$ cat src/rtl/depacketizer.sv
// Accepts Ethernet/IPv4/UDP frames addressed to the local endpoint and unpacks the payload into IQ words.
// Define DEPACKETIZER_SEQ_CHECK_EN to build the sequence-gap checker (gap_count/seq_err).
module depacketizer #(
  parameter logic [47:0] LOCAL_MAC  = 48'h021234567890,
  parameter logic [31:0] LOCAL_IP   = 32'h0A000002,
  parameter logic [15:0] LOCAL_PORT = 16'd32179
) (
  input  logic        clk,
  input  logic        rst,
  input  logic [7:0]  rx_data,
  input  logic        rx_dval,
  input  logic        rx_sop,
  input  logic        rx_eop,
  input  logic        rx_err,
  output logic        wr_en,
  output logic [31:0] wr_data,
  input  logic        wr_full,
  output logic [31:0] pkt_count,
  output logic [15:0] drop_count,
  output logic [15:0] ovf_count,
  output logic [63:0] last_seq,
  output logic [15:0] gap_count,
  output logic        seq_err
);
  typedef enum logic [1:0] {IDLE, HDR, PAYLOAD, DISCARD} state_t;

  localparam logic [10:0] SEQ_FIRST  = 11'h02A;
  localparam logic [10:0] SEQ_LAST   = 11'h031;
  localparam logic [10:0] FRAME_LAST = 11'h5E9;

  state_t      state_q, state_d, cur_state;
  logic [10:0] idx_q, idx_d, cur_idx;
  logic [63:0] seq_q, seq_d;
  logic [23:0] part_q, part_d;
  logic        wr_en_q, wr_en_d;
  logic [31:0] wr_data_q, wr_data_d;
  logic [31:0] pkt_q, pkt_d;
  logic [15:0] drop_q, drop_d;
  logic [15:0] ovf_q, ovf_d;
  logic [63:0] last_seq_q, last_seq_d;
  logic [2:0]  seq_lane;
  logic [1:0]  lane;
  logic        drop_inc, good;

  function automatic logic hdr_byte_ok(input logic [10:0] idx, input logic [7:0] b);
    logic ok;
    case (idx)
      11'h000: ok = (b == LOCAL_MAC[47:40]);
      11'h001: ok = (b == LOCAL_MAC[39:32]);
      11'h002: ok = (b == LOCAL_MAC[31:24]);
      11'h003: ok = (b == LOCAL_MAC[23:16]);
      11'h004: ok = (b == LOCAL_MAC[15:8]);
      11'h005: ok = (b == LOCAL_MAC[7:0]);
      11'h00C: ok = (b == 8'h08);
      11'h00D: ok = (b == 8'h00);
      11'h00E: ok = (b == 8'h45);
      11'h017: ok = (b == 8'h11);
      11'h01E: ok = (b == LOCAL_IP[31:24]);
      11'h01F: ok = (b == LOCAL_IP[23:16]);
      11'h020: ok = (b == LOCAL_IP[15:8]);
      11'h021: ok = (b == LOCAL_IP[7:0]);
      11'h024: ok = (b == LOCAL_PORT[15:8]);
      11'h025: ok = (b == LOCAL_PORT[7:0]);
      default: ok = 1'b1;
    endcase
    return ok;
  endfunction

  always_comb begin
    state_d    = state_q;
    idx_d      = idx_q;
    seq_d      = seq_q;
    part_d     = part_q;
    wr_en_d    = 1'b0;
    wr_data_d  = wr_data_q;
    ovf_d      = ovf_q;
    drop_inc   = 1'b0;
    good       = 1'b0;
    cur_idx    = rx_sop ? 11'd0 : idx_q;
    cur_state  = rx_sop ? HDR : state_q;
    seq_lane   = cur_idx[2:0] - 3'd2;
    lane       = cur_idx[1:0] + 2'd2;

    if (rx_dval) begin
      // A new start of frame aborts whatever frame was still open
      if (rx_sop && state_q != IDLE) drop_inc = 1'b1;
      if (cur_state != IDLE) idx_d = cur_idx + 11'd1;

      case (cur_state)
        HDR: begin
          if (cur_idx >= SEQ_FIRST && cur_idx <= SEQ_LAST)
            seq_d[{seq_lane, 3'b000} +: 8] = rx_data;
          if (rx_eop) begin
            drop_inc = 1'b1;
            state_d  = IDLE;
          end else if (!hdr_byte_ok(cur_idx, rx_data)) begin
            state_d = DISCARD;
          end else if (cur_idx == SEQ_LAST) begin
            state_d = PAYLOAD;
          end else begin
            state_d = HDR;
          end
        end
        PAYLOAD: begin
          // Byte lanes cycle I lo, I hi, Q lo, Q hi; the word leaves on the Q hi byte
          case (lane)
            2'd0: part_d[7:0]   = rx_data;
            2'd1: part_d[15:8]  = rx_data;
            2'd2: part_d[23:16] = rx_data;
            default: begin
              if (wr_full) begin
                if (ovf_q != 16'hFFFF) ovf_d = ovf_q + 16'd1;
              end else begin
                wr_en_d   = 1'b1;
                wr_data_d = {part_q[15:0], rx_data, part_q[23:16]};
              end
            end
          endcase
          if (rx_eop) begin
            state_d = IDLE;
            if (cur_idx == FRAME_LAST && !rx_err) good = 1'b1;
            else drop_inc = 1'b1;
          end else if (cur_idx == FRAME_LAST) begin
            drop_inc = 1'b1;
            state_d  = IDLE;
          end else begin
            state_d = PAYLOAD;
          end
        end
        DISCARD: begin
          if (rx_eop) begin
            drop_inc = 1'b1;
            state_d  = IDLE;
          end else begin
            state_d = DISCARD;
          end
        end
        default: state_d = IDLE;
      endcase
    end

    pkt_d      = good ? pkt_q + 32'd1 : pkt_q;
    last_seq_d = good ? seq_q : last_seq_q;
    drop_d     = (drop_inc && drop_q != 16'hFFFF) ? drop_q + 16'd1 : drop_q;
  end

  always_ff @(posedge clk or posedge rst) begin
    if (rst) begin
      state_q    <= IDLE;
      idx_q      <= '0;
      seq_q      <= '0;
      part_q     <= '0;
      wr_en_q    <= 1'b0;
      wr_data_q  <= '0;
      pkt_q      <= '0;
      drop_q     <= '0;
      ovf_q      <= '0;
      last_seq_q <= '0;
    end else begin
      state_q    <= state_d;
      idx_q      <= idx_d;
      seq_q      <= seq_d;
      part_q     <= part_d;
      wr_en_q    <= wr_en_d;
      wr_data_q  <= wr_data_d;
      pkt_q      <= pkt_d;
      drop_q     <= drop_d;
      ovf_q      <= ovf_d;
      last_seq_q <= last_seq_d;
    end
  end

  assign wr_en      = wr_en_q;
  assign wr_data    = wr_data_q;
  assign pkt_count  = pkt_q;
  assign drop_count = drop_q;
  assign ovf_count  = ovf_q;
  assign last_seq   = last_seq_q;

`ifdef DEPACKETIZER_SEQ_CHECK_EN
  logic        first_q, first_d;
  logic [15:0] gap_q, gap_d;
  logic        seq_err_q, seq_err_d;

  // The first good frame after reset has no predecessor, so it only arms the checker
  always_comb begin
    first_d   = first_q;
    gap_d     = gap_q;
    seq_err_d = 1'b0;
    if (good) begin
      first_d = 1'b0;
      if (!first_q && seq_q != last_seq_q + 64'd1) begin
        seq_err_d = 1'b1;
        if (gap_q != 16'hFFFF) gap_d = gap_q + 16'd1;
      end
    end
  end

  always_ff @(posedge clk or posedge rst) begin
    if (rst) begin
      first_q   <= 1'b1;
      gap_q     <= '0;
      seq_err_q <= 1'b0;
    end else begin
      first_q   <= first_d;
      gap_q     <= gap_d;
      seq_err_q <= seq_err_d;
    end
  end

  assign gap_count = gap_q;
  assign seq_err   = seq_err_q;
`else
  assign gap_count = '0;
  assign seq_err   = 1'b0;
`endif

endmodule

$ cat config.mk
export PLATFORM = sky130hd
export DESIGN_NAME = depacketizer
export DESIGN_NICKNAME = d
export VERILOG_FILES = /design/src/rtl/depacketizer.sv
export SDC_FILE = /design/constraint.sdc
export NUM_CORES = 1
export LEC_CHECK = 0
export CAP_MARGIN = 40
export CORE_ASPECT_RATIO = 1.5
export CORE_UTILIZATION = 35
export DETAILED_ROUTE_END_ITERATION = 12
export PLACE_DENSITY = 0.64
export SYNTH_ARGS = -nofsm -noshare
export SYNTH_HDL_FRONTEND = slang
export SYNTH_SLANG_ARGS = --single-unit
$ cat constraint.sdc
create_clock -name clk -period 8.3 [get_ports clk]
set_input_delay 1.66 -clock clk [delete_from_list [all_inputs] [get_ports clk]]
set_output_delay 1.66 -clock clk [all_outputs]
set_load 0.01 [all_outputs]
==> flow_summary_export.csv, run 1 <==
group,metric,value,unit
logic_synthesis,synth_top_cell_area_share,56.8,%
route,vias,8701,
cts,root_buffer,"clkbuf_16",
route,routed_wirelength,29400,um
die,start_util,35.5,%
flow_run,cap_violations,0,
placed_design,place_ws,2.89,ns
setup_path,cpPeakStageDelay,0.60,ns
setup_path,crit_slowest_cell,"nand3_2",
setup_path,worstPathMaxFanout,45,
timing,whs,0.458,ns
setup_path,start_kind,"primary input",
timing,final_hold_viol_count,0,
setup_path,cp.required,8.69,ns
cells_and_area,instances_no_fill,1772,
placed_design,hpwlAfterDp,21000,um
power,cellPowerDensity,214,nW/um^2
placed_design,placed_cells_incl_taps,1727,
cts,cts_resized,0,
cts,cts_buffers,25,
logic_synthesis,synth_commonest_cells,"nand2_1 (407), dfrtp_1 (262), o21ai_0 (91)",
power,leakagePower,0.00676,uW
timing,fin_crit_sh,58.8,%
setup_path,crit_arrival,5.27,ns
cells_and_area,n_fill_cell,3079,
route,drt_iter0_markers,512,
cts,clkLatencyLatePin,0.53,ns
route,drt_pass1_iterations,5,
logic_synthesis,syn_area_per_cell,9.76,um^2
cts,htreeDepth,1,
cells_and_area,multi_input_area,4590,um^2
outcome,status,"completed",
die,core,32500,um^2
die,die-height,224,um
cts,ctsHoldBuffers,0,
logic_synthesis,synth.most_common_cell,"nand2_1",
timing,max_freq,205,MHz
logic_synthesis,ys_warn_count,0,
die,rows,81,
cells_and_area,fin_nets,1366,
logic_synthesis,synth_edf_count,0,
route,drc_errors,0,
power,ir_drop,0.0985,mV
cts,clk_pin_slew,0.06,ns
timing,rsz0062_at_grt,"no",
global_route,grt_max_degree,164,
worst_hold_path,hold_class,"reg2reg",
placed_design,io_buffers,175,
logic_synthesis,syn-cell-area,11500,um^2
timing,setup_viol_count_final,0,
logic_synthesis,synthCells,1182,
die,dieArea,33700,um^2
cts,postCtsSetupRepairBufs,0,
placed_design,place_congestion,0.860,
global_route,first_global_vias,8518,
logic_synthesis,yosys-top-cells-area,"dfrtp_1 (57%), nand2_1 (13%), o21ai_0 (3.9%)",
logic_synthesis,synth_cell_types,62,
timing,slew_headroom,39.3,%
die,pin_count,193,
cells_and_area,drive_gt1_share,7.37,%
route,wl_per_cell,16.6,um
cells_and_area,fin_util,44.4,%
cells_and_area,seqCellArea,6560,um^2
timing,layout_min_cycle_time,4.88,ns
timing,finClkSkew,0.0153,ns
cts,cts_tree,"built",
logic_synthesis,async_reset_ff_share,100,%
timing,fin_ws,3.42,ns
setup_path,cp_common_cell,"buf_4",
logic_synthesis,synth_top_area_cell,"dfrtp_1",
die,die_w,150,um
timing,tns,0,ns
setup_path,worst-setup-path-type,"in2reg",
route,antenna_left,0,
setup_path,crit_chain,"clkdlybuf4s50_1, buf_4, nand2b_1, ha_1, nand4b_1, nor4_4, nand3_2, buf_4, nand2_1, o21ai_0",
global_route,antenna_found_initial,1,
timing,tightestPinTransition,0.911,ns
cts,clock-sinks,262,
route,vias_per_cell,4.91,
logic_synthesis,dominantRegCellSynth,"dfrtp_1",
cells_and_area,syn2layout_area_growth,25.3,%
logic_synthesis,synth-seq-cells,262,
cts,clock_tree.buffer_depth,3,
logic_synthesis,seq_area_frac_synth,56.8,%
global_route,grt_pass1_wl,46400,um
setup_path,endpoint_kind,"flop",
timing,drv_slew,0,
global_route,grt-ovfl-total,0,
global_route,grt_usage,17.7,%
## final cells by class
class,count,area share (%)
Inverter,26,0.701
Clock inverter,7,0.623
Antenna cell,1,0.0173
Sequential cell,262,45.3
Multi-Input combinational cell,837,31.7
Timing Repair Buffer,187,12.9
Tap cell,415,3.59
Clock buffer,37,5.12
## registers in the layout (all words and copies together) (netlist names)
signal	cells
drop_count	16
idx_q	11
last_seq	64
ovf_count	16
part_q	24
pkt_count	32
seq_q	64
state_q	2
wr_data	32
wr_en	1
## layer usage
metal | track usage [%] | vias up | wire length (um)
li1 | - | 4204 | -
met4 | 6.97 | 0 | 878
met5 | 0 | - | 0
met2 | 31.6 | 226 | 15500
met3 | 2.33 | 55 | 1210
met1 | 21.2 | 4216 | 11800
## logic make-up after synthesis
kind of cell	synth area share, %
adder cells (fa/ha/maj)	1.30
XOR/XNOR	5.24
AND/OR/NAND/NOR	22.4
multiplexers	3.30
AO/OA/AOI/OAI	6.92
buffers and inverters	4.00
other	0.0325
flip-flops	56.8
## layout by cell type (no fill, tap or decap), types with 6 or more instances in the layout
master	synthesis	final
nor3_1	10	10
xnor2_1	46	46
nor2b_1	8	8
and4_1	6	6
nand2_1	407	407
and3_1	14	13
conb_1	1	17
mux2_2	32	32
clkbuf_16	0	25
a21oi_1	8	8
nand4_1	20	20
dfrtp_1	262	262
and2_1	9	9
inv_1	25	24
nand3_1	26	25
clkdlybuf4s50_1	0	175
ha_1	12	12
nor4_1	7	7
o21ai_0	91	91
buf_4	21	9
xor2_1	23	23
nor2_1	28	28
clkbuf_8	0	7
## worst max-delay path, delay by kind of cell
kind | cells | cell delay, ns
AO/OA/AOI/OAI | 1 | 0.08
buffers and inverters | 3 | 1.29
AND/OR/NAND/NOR | 5 | 1.66
adder cells (fa/ha/maj) | 1 | 0.53
## power by group
group          switching [uW]  internal (uW)  total, uW
clock network             479            677       1160
registers                95.7           1390       1480
logic                     239            218        458
total                     815           2280       3100
## stage by stage
step                area, um^2  power, uW
floorplan                11600       1750
global placement         13600       1950
detailed placement       13600       1970
CTS                      14500       3140
global route             14500       3240
finish                   14500       3100
## path summary, 6_finish.rpt
kind | end | startpoint | cells past startpoint | slack [ns]
max in group asynchronous | drop_count[11] | rst | 4 | 5.21
setup / recovery | last_seq[61] | rx_sop | 10 | 3.42
min in group asynchronous | ovf_count[7] | rst | 2 | 1.44
setup reg to reg | last_seq[61] | idx_q[0] | 8 | 4.87
hold / removal | wr_data[31] | part_q[15] | 2 | 0.46
hold reg to reg | wr_data[31] | part_q[15] | 2 | 0.46
(Power assumes the default switching activity.)
==> run 2: changes to the inputs <==
Settings changed: PLACE_DENSITY 0.64 to 0.61.
Clock period 8.3 ns to 4.75 ns, I/O delays scaled along.
==> flow_summary_export.csv, run 2 (synthesis results as in run 1) <==
group,metric,value,unit
cts,cts_tree,"built",
cts,htreeDepth,1,
power,pwr-share-clk,37.6,%
route,drt_pass1_iterations,5,
route,routed_wirelength,30600,um
cts,cts_resized,0,
setup_path,startpoint,"rx_sop",
power,switching_share,26.9,%
cells_and_area,syn2layout_area_growth,26.2,%
cells_and_area,antennaDiodeCount,0,
timing,slew_headroom,45.0,%
cells_and_area,n_fill_cell,3127,
setup_path,worst-r2r-setup-slack,1.58,ns
timing,final_hold_viol_count,0,
placed_design,hpwlAfterDp,21900,um
setup_path,crit_cells,11,
die,rows,81,
global_route,grt_pass1_wl,48600,um
cells_and_area,fin_nets,1375,
timing,tightestPinTransition,0.823,ns
global_route,grt_max_degree,81,
timing,max_freq,275,MHz
timing,rsz0062_at_grt,"no",
timing,fin_crit_sh,76.7,%
cts,clock_tree.buffer_depth,3,
timing,drv_slew,0,
worst_hold_path,hold_depth,2,
global_route,grt_usage,18.7,%
die,die_w,150,um
placed_design,place_congestion,0.883,
setup_path,path_buf_inv,2,
setup_path,rr_startpoint,"idx_q[2]",
cts,cts_buffers,25,
route,drc_errors,0,
die,start_util,35.5,%
cts,clk_pin_slew,0.06,ns
timing,layout_min_cycle_time,3.64,ns
cts,clock-sinks,262,
setup_path,cp.required,5.15,ns
cts,clkLatencyLatePin,0.55,ns
cells_and_area,mostFrequentLayoutCell,"nand2_1",
flow_run,cap_violations,0,
setup_path,r2r_end,"seq_q[33]",
setup_path,endpoint,"state_q[1]",
die,die-height,224,um
power,ir_drop,0.207,mV
worst_hold_path,hold_class,"reg2reg",
setup_path,crit_arrival,4.04,ns
setup_path,reg2reg_depth,9,
setup_path,start_kind,"primary input",
setup_path,endpoint_kind,"flop",
power,leakagePower,0.00682,uW
timing,finClkSkew,0.0270,ns
global_route,antenna_found_initial,0,
power,combPwrFrac,15.1,%
outcome,status,"completed",
power,cellPowerDensity,377,nW/um^2
route,drt_iter0_markers,406,
setup_path,worst-setup-path-type,"in2reg",
setup_path,cp_common_cell,"a21oi_1",
setup_path,crit_family,"compound AO/OA/AOI/OAI gates",
route,vias_per_cell,4.88,
power,power.switching,1480,uW
route,wl_per_cell,17.2,um
timing,setup_viol_count_final,0,
cells_and_area,final_cell_mix,"nand2_1 (407), dfrtp_1 (262), clkdlybuf4s50_1 (175)",
setup_path,worstPathMaxFanout,10,
setup_path,crit_chain,"clkdlybuf4s50_1, nor2b_1, inv_1, ha_1, nor4bb_1, o21ai_0, a21oi_1, mux2i_1, a21oi_1, o41ai_1, nand3_1",
cts,postCtsSetupRepairBufs,0,
route,vias,8684,
die,core,32500,um^2
die,pin_count,193,
placed_design,io_buffers,175,
cts,root_buffer,"clkbuf_16",
setup_path,cpPeakStageDelay,0.55,ns
power,p_int,4010,uW
die,dieArea,33700,um^2
setup_path,crit_slowest_cell,"clkdlybuf4s50_1",
global_route,first_global_vias,8782,
cells_and_area,design_area,14600,um^2
route,antenna_left,0,
power,power_frac_seq,47.3,%
placed_design,post_dp_cell_area,13700,um^2
cells_and_area,drive_gt1_share,8.21,%
timing,tns,0,ns
global_route,grt-ovfl-total,0,
cts,ctsHoldBuffers,0,
==> run 2: cell types whose count changed in the layout (fill, tap and decap cells not counted) <==
cell,delta
buf_12,+2
buf_2,-1
buf_4,+8
buf_6,+1
buf_8,-1
bufinv_16,+1
clkbuf_1,-3
clkbuf_8,-3
clkinv_2,+4
clkinvlp_4,-1
diode_2,-1
inv_6,+2
==> run 2: worst reg2reg max path: stages, from the launching register on <==
cell and delay [ns]:
dfrtp_1 0.63, nor2b_1 0.23, inv_1 0.10, ha_1 0.22
nor2b_1 0.11, o211ai_1 0.11, a2111oi_2 0.45, and3_1 0.31
nand4b_1 0.47, mux2_2 0.46
==> run 2: per-layer routing <==
| metal | wire length [um] | global-route usage [%] | up-vias | part of all wire, % |
|---|---|---|---|---|
| met3 | 1170 | 2.37 | 50 | 3.8 |
| met1 | 12300 | 22.3 | 4241 | 40 |
| met2 | 16200 | 33.9 | 188 | 53 |
| met5 | 0 | 0 | - | 0 |
| met4 | 921 | 6.71 | 0 | 3.0 |
| li1 | - | - | 4205 | - |
==> run 2: worst min-delay path by stage <==
stage                     startpoint            to
after CTS                 part_q[11]   wr_data[27]
final                     part_q[10]   wr_data[26]
after detailed placement  part_q[11]   wr_data[27]
after global routing       seq_q[33]  last_seq[33]
after floorplan             seq_q[0]   last_seq[0]
after global placement     part_q[0]   wr_data[16]
==> run 2: power groups by stage <==
stage	registers [uW]	clock network [uW]	logic (uW)
2_1_floorplan	2610	0	447
3_3_place_gp	2630	0	824
3_5_place_dp	2630	0	833
4_1_cts	2590	2130	837
5_1_grt	2620	2200	914
6_report	2590	2060	825
==> run 2: final cells by class <==
| cell class | instances | area, um^2 | area share (%) |
|---|---|---|---|
| clock buffer | 31 | 688 | 4.73 |
| sequential | 262 | 6560 | 45.0 |
| clock inverter | 13 | 150 | 1.03 |
| multi-input combinational | 837 | 4590 | 31.5 |
| inverter | 26 | 101 | 0.696 |
| timing repair buffer | 196 | 1950 | 13.4 |
| tap | 415 | 519 | 3.57 |
==> run 2: through the flow <==
| stage | setup slack, ns | cells | power [uW] | hold slack (ns) | util, % |
|---|---|---|---|---|---|
| after floorplan | 0.344 | 1198 | 3060 | 0.433 | - |
| after global placement | 0.645 | 1735 | 3450 | 0.443 | 42.1 |
| after detailed placement | 0.546 | 1736 | 3470 | 0.451 | 42.2 |
| after CTS | 1.12 | 1780 | 5560 | 0.468 | 44.7 |
| after global routing | 0.780 | 1780 | 5730 | 0.481 | 44.7 |
| final | 1.11 | 1780 | 5480 | 0.460 | 44.7 |
==> run 3: changes to the inputs <==
Clock period 4.75 ns to 3.54 ns, I/O delays scaled along.
==> flow_summary_export.csv, run 3 (synthesis results as in run 1) <==
group,metric,value,unit
cts,cts_resized,0,
cells_and_area,drive_gt1_share,10.2,%
placed_design,hpwlAfterDp,22300,um
cells_and_area,mostFrequentLayoutCell,"nand2_1",
cts,clk_pin_slew,0.07,ns
global_route,grt_max_degree,71,
route,vias,8792,
worst_hold_path,hold_class,"reg2reg",
cells_and_area,fin_util,46.0,%
placed_design,io_buffers,175,
timing,max_freq,301,MHz
cts,clock-sinks,262,
cts,clkLatencyLatePin,0.54,ns
setup_path,worst-setup-path-type,"in2reg",
cts,root_buffer,"clkbuf_16",
global_route,grt_usage,18.2,%
cells_and_area,design_area,15000,um^2
cells_and_area,antennaDiodeCount,0,
route,drc_errors,0,
outcome,status,"completed",
power,ir_drop,0.272,mV
timing,layout_min_cycle_time,3.32,ns
setup_path,start_kind,"primary input",
timing,drv_slew,0,
route,drt_pass1_iterations,5,
route,antenna_left,0,
power,power.total,7740,uW
die,core,32500,um^2
cells_and_area,final_cell_mix,"nand2_1 (407), dfrtp_1 (262), clkdlybuf4s50_1 (175)",
cts,cts_tree,"built",
power,switching_share,25.6,%
cts,cts_buffers,26,
cells_and_area,instances_no_fill,1812,
global_route,grt-ovfl-total,0,
cells_and_area,seqCellArea,6560,um^2
setup_path,crit_arrival,3.72,ns
die,start_util,35.5,%
global_route,first_global_vias,8877,
flow_run,cap_violations,0,
die,pin_count,193,
timing,rsz0062_at_grt,"no",
cts,ctsHoldBuffers,0,
timing,finClkSkew,0.0179,ns
route,vias_per_cell,4.85,
route,wl_per_cell,16.6,um
placed_design,placed_cells_incl_taps,1765,
placed_design,post_dp_cell_area,14000,um^2
route,routed_wirelength,30100,um
power,cellPowerDensity,517,nW/um^2
power,p_int,5760,uW
die,dieArea,33700,um^2
power,power_frac_seq,44.7,%
timing,tns,0,ns
cells_and_area,syn2layout_area_growth,29.8,%
timing,setup_viol_count_final,0,
die,die-height,224,um
cts,htreeDepth,1,
die,die_w,150,um
route,drt_iter0_markers,358,
cts,postCtsSetupRepairBufs,0,
global_route,antenna_found_initial,0,
placed_design,place_congestion,0.881,
timing,fin_crit_sh,93.9,%
power,pwr-share-clk,40.1,%
cts,clock_tree.buffer_depth,3,
setup_path,worstPathMaxFanout,6,
cells_and_area,fin_nets,1405,
timing,tightestPinTransition,0.741,ns
power,combPwrFrac,15.2,%
power,leakagePower,0.00704,uW
global_route,grt_pass1_wl,47700,um
cells_and_area,n_fill_cell,3067,
die,rows,81,
cells_and_area,multi_input_area,4610,um^2
setup_path,cp.required,3.94,ns
timing,slew_headroom,50.5,%
timing,final_hold_viol_count,0,
power,power.switching,1980,uW
setup_path,endpoint_kind,"flop",
[run 3: cell types whose count changed in the layout (fill, tap and decap cells not counted), moves of 2 or more]
cell,delta
clkinv_4,+2
clkbuf_1,+2
inv_6,-2
buf_12,+4
buf_4,+26
clkbuf_16,+2
bufinv_16,+3
clkinv_2,-4
[run 3: per-layer routing]
metal  wire length [um]  track usage [%]  vias up  share of wire [%]
met5                  0                0        -                  0
met4                641             5.51        0                2.1
met3               1100             2.15       43                3.6
met2              16400             33.9      188                 54
met1              12000             21.4     4287                 40
li1                   -                -     4274                  -
[run 3: worst max-delay path: stages]
cell and delay (ns):
clkdlybuf4s50_1 0.56, nor2b_1 0.12, inv_1 0.16, ha_1 0.37, nor4bb_2 0.45, o21ai_0 0.18, a21oi_1 0.23, mux2i_1 0.20
a21oi_1 0.08, o41ai_1 0.53, nand3_1 0.13
[run 3: power by group through the flow]
stage / clock [uW] / sequential (uW) / combinational [uW]
floorplan: 0 / 3510 / 604
global placement: 0 / 3510 / 1170
detailed placement: 0 / 3520 / 1180
CTS: 3180 / 3470 / 1190
global route: 3280 / 3500 / 1290
finish: 3100 / 3460 / 1180
[run 3: stage by stage]
stage	worst slack, ns	hold WS, ns
floorplan	-0.624	0.433
global placement	-0.343	0.442
detailed placement	-0.323	0.448
CTS	0.242	0.465
global route	0.0884	0.476
finish	0.218	0.460
[run 3: final cells by class]
cell class	instances	area share [%]
multi-input combinational	837	30.8
clock inverter	11	1.42
timing repair buffer	225	14.8
sequential	262	43.8
tap	415	3.47
inverter	26	0.677
clock buffer	36	5.07
[run 3: path summary, 6_finish.rpt]
check                      startpoint     endpoint  slack [ns]  cells past startpoint
setup / recovery               rx_sop   state_q[1]        0.22                     11
hold / removal             part_q[15]  wr_data[31]        0.46                      2
setup reg to reg             idx_q[0]   state_q[1]        0.46                     10
hold reg to reg            part_q[15]  wr_data[31]        0.46                      2
max in group asynchronous         rst  wr_data[25]        2.09                      3
min in group asynchronous         rst  last_seq[0]        0.65                      2
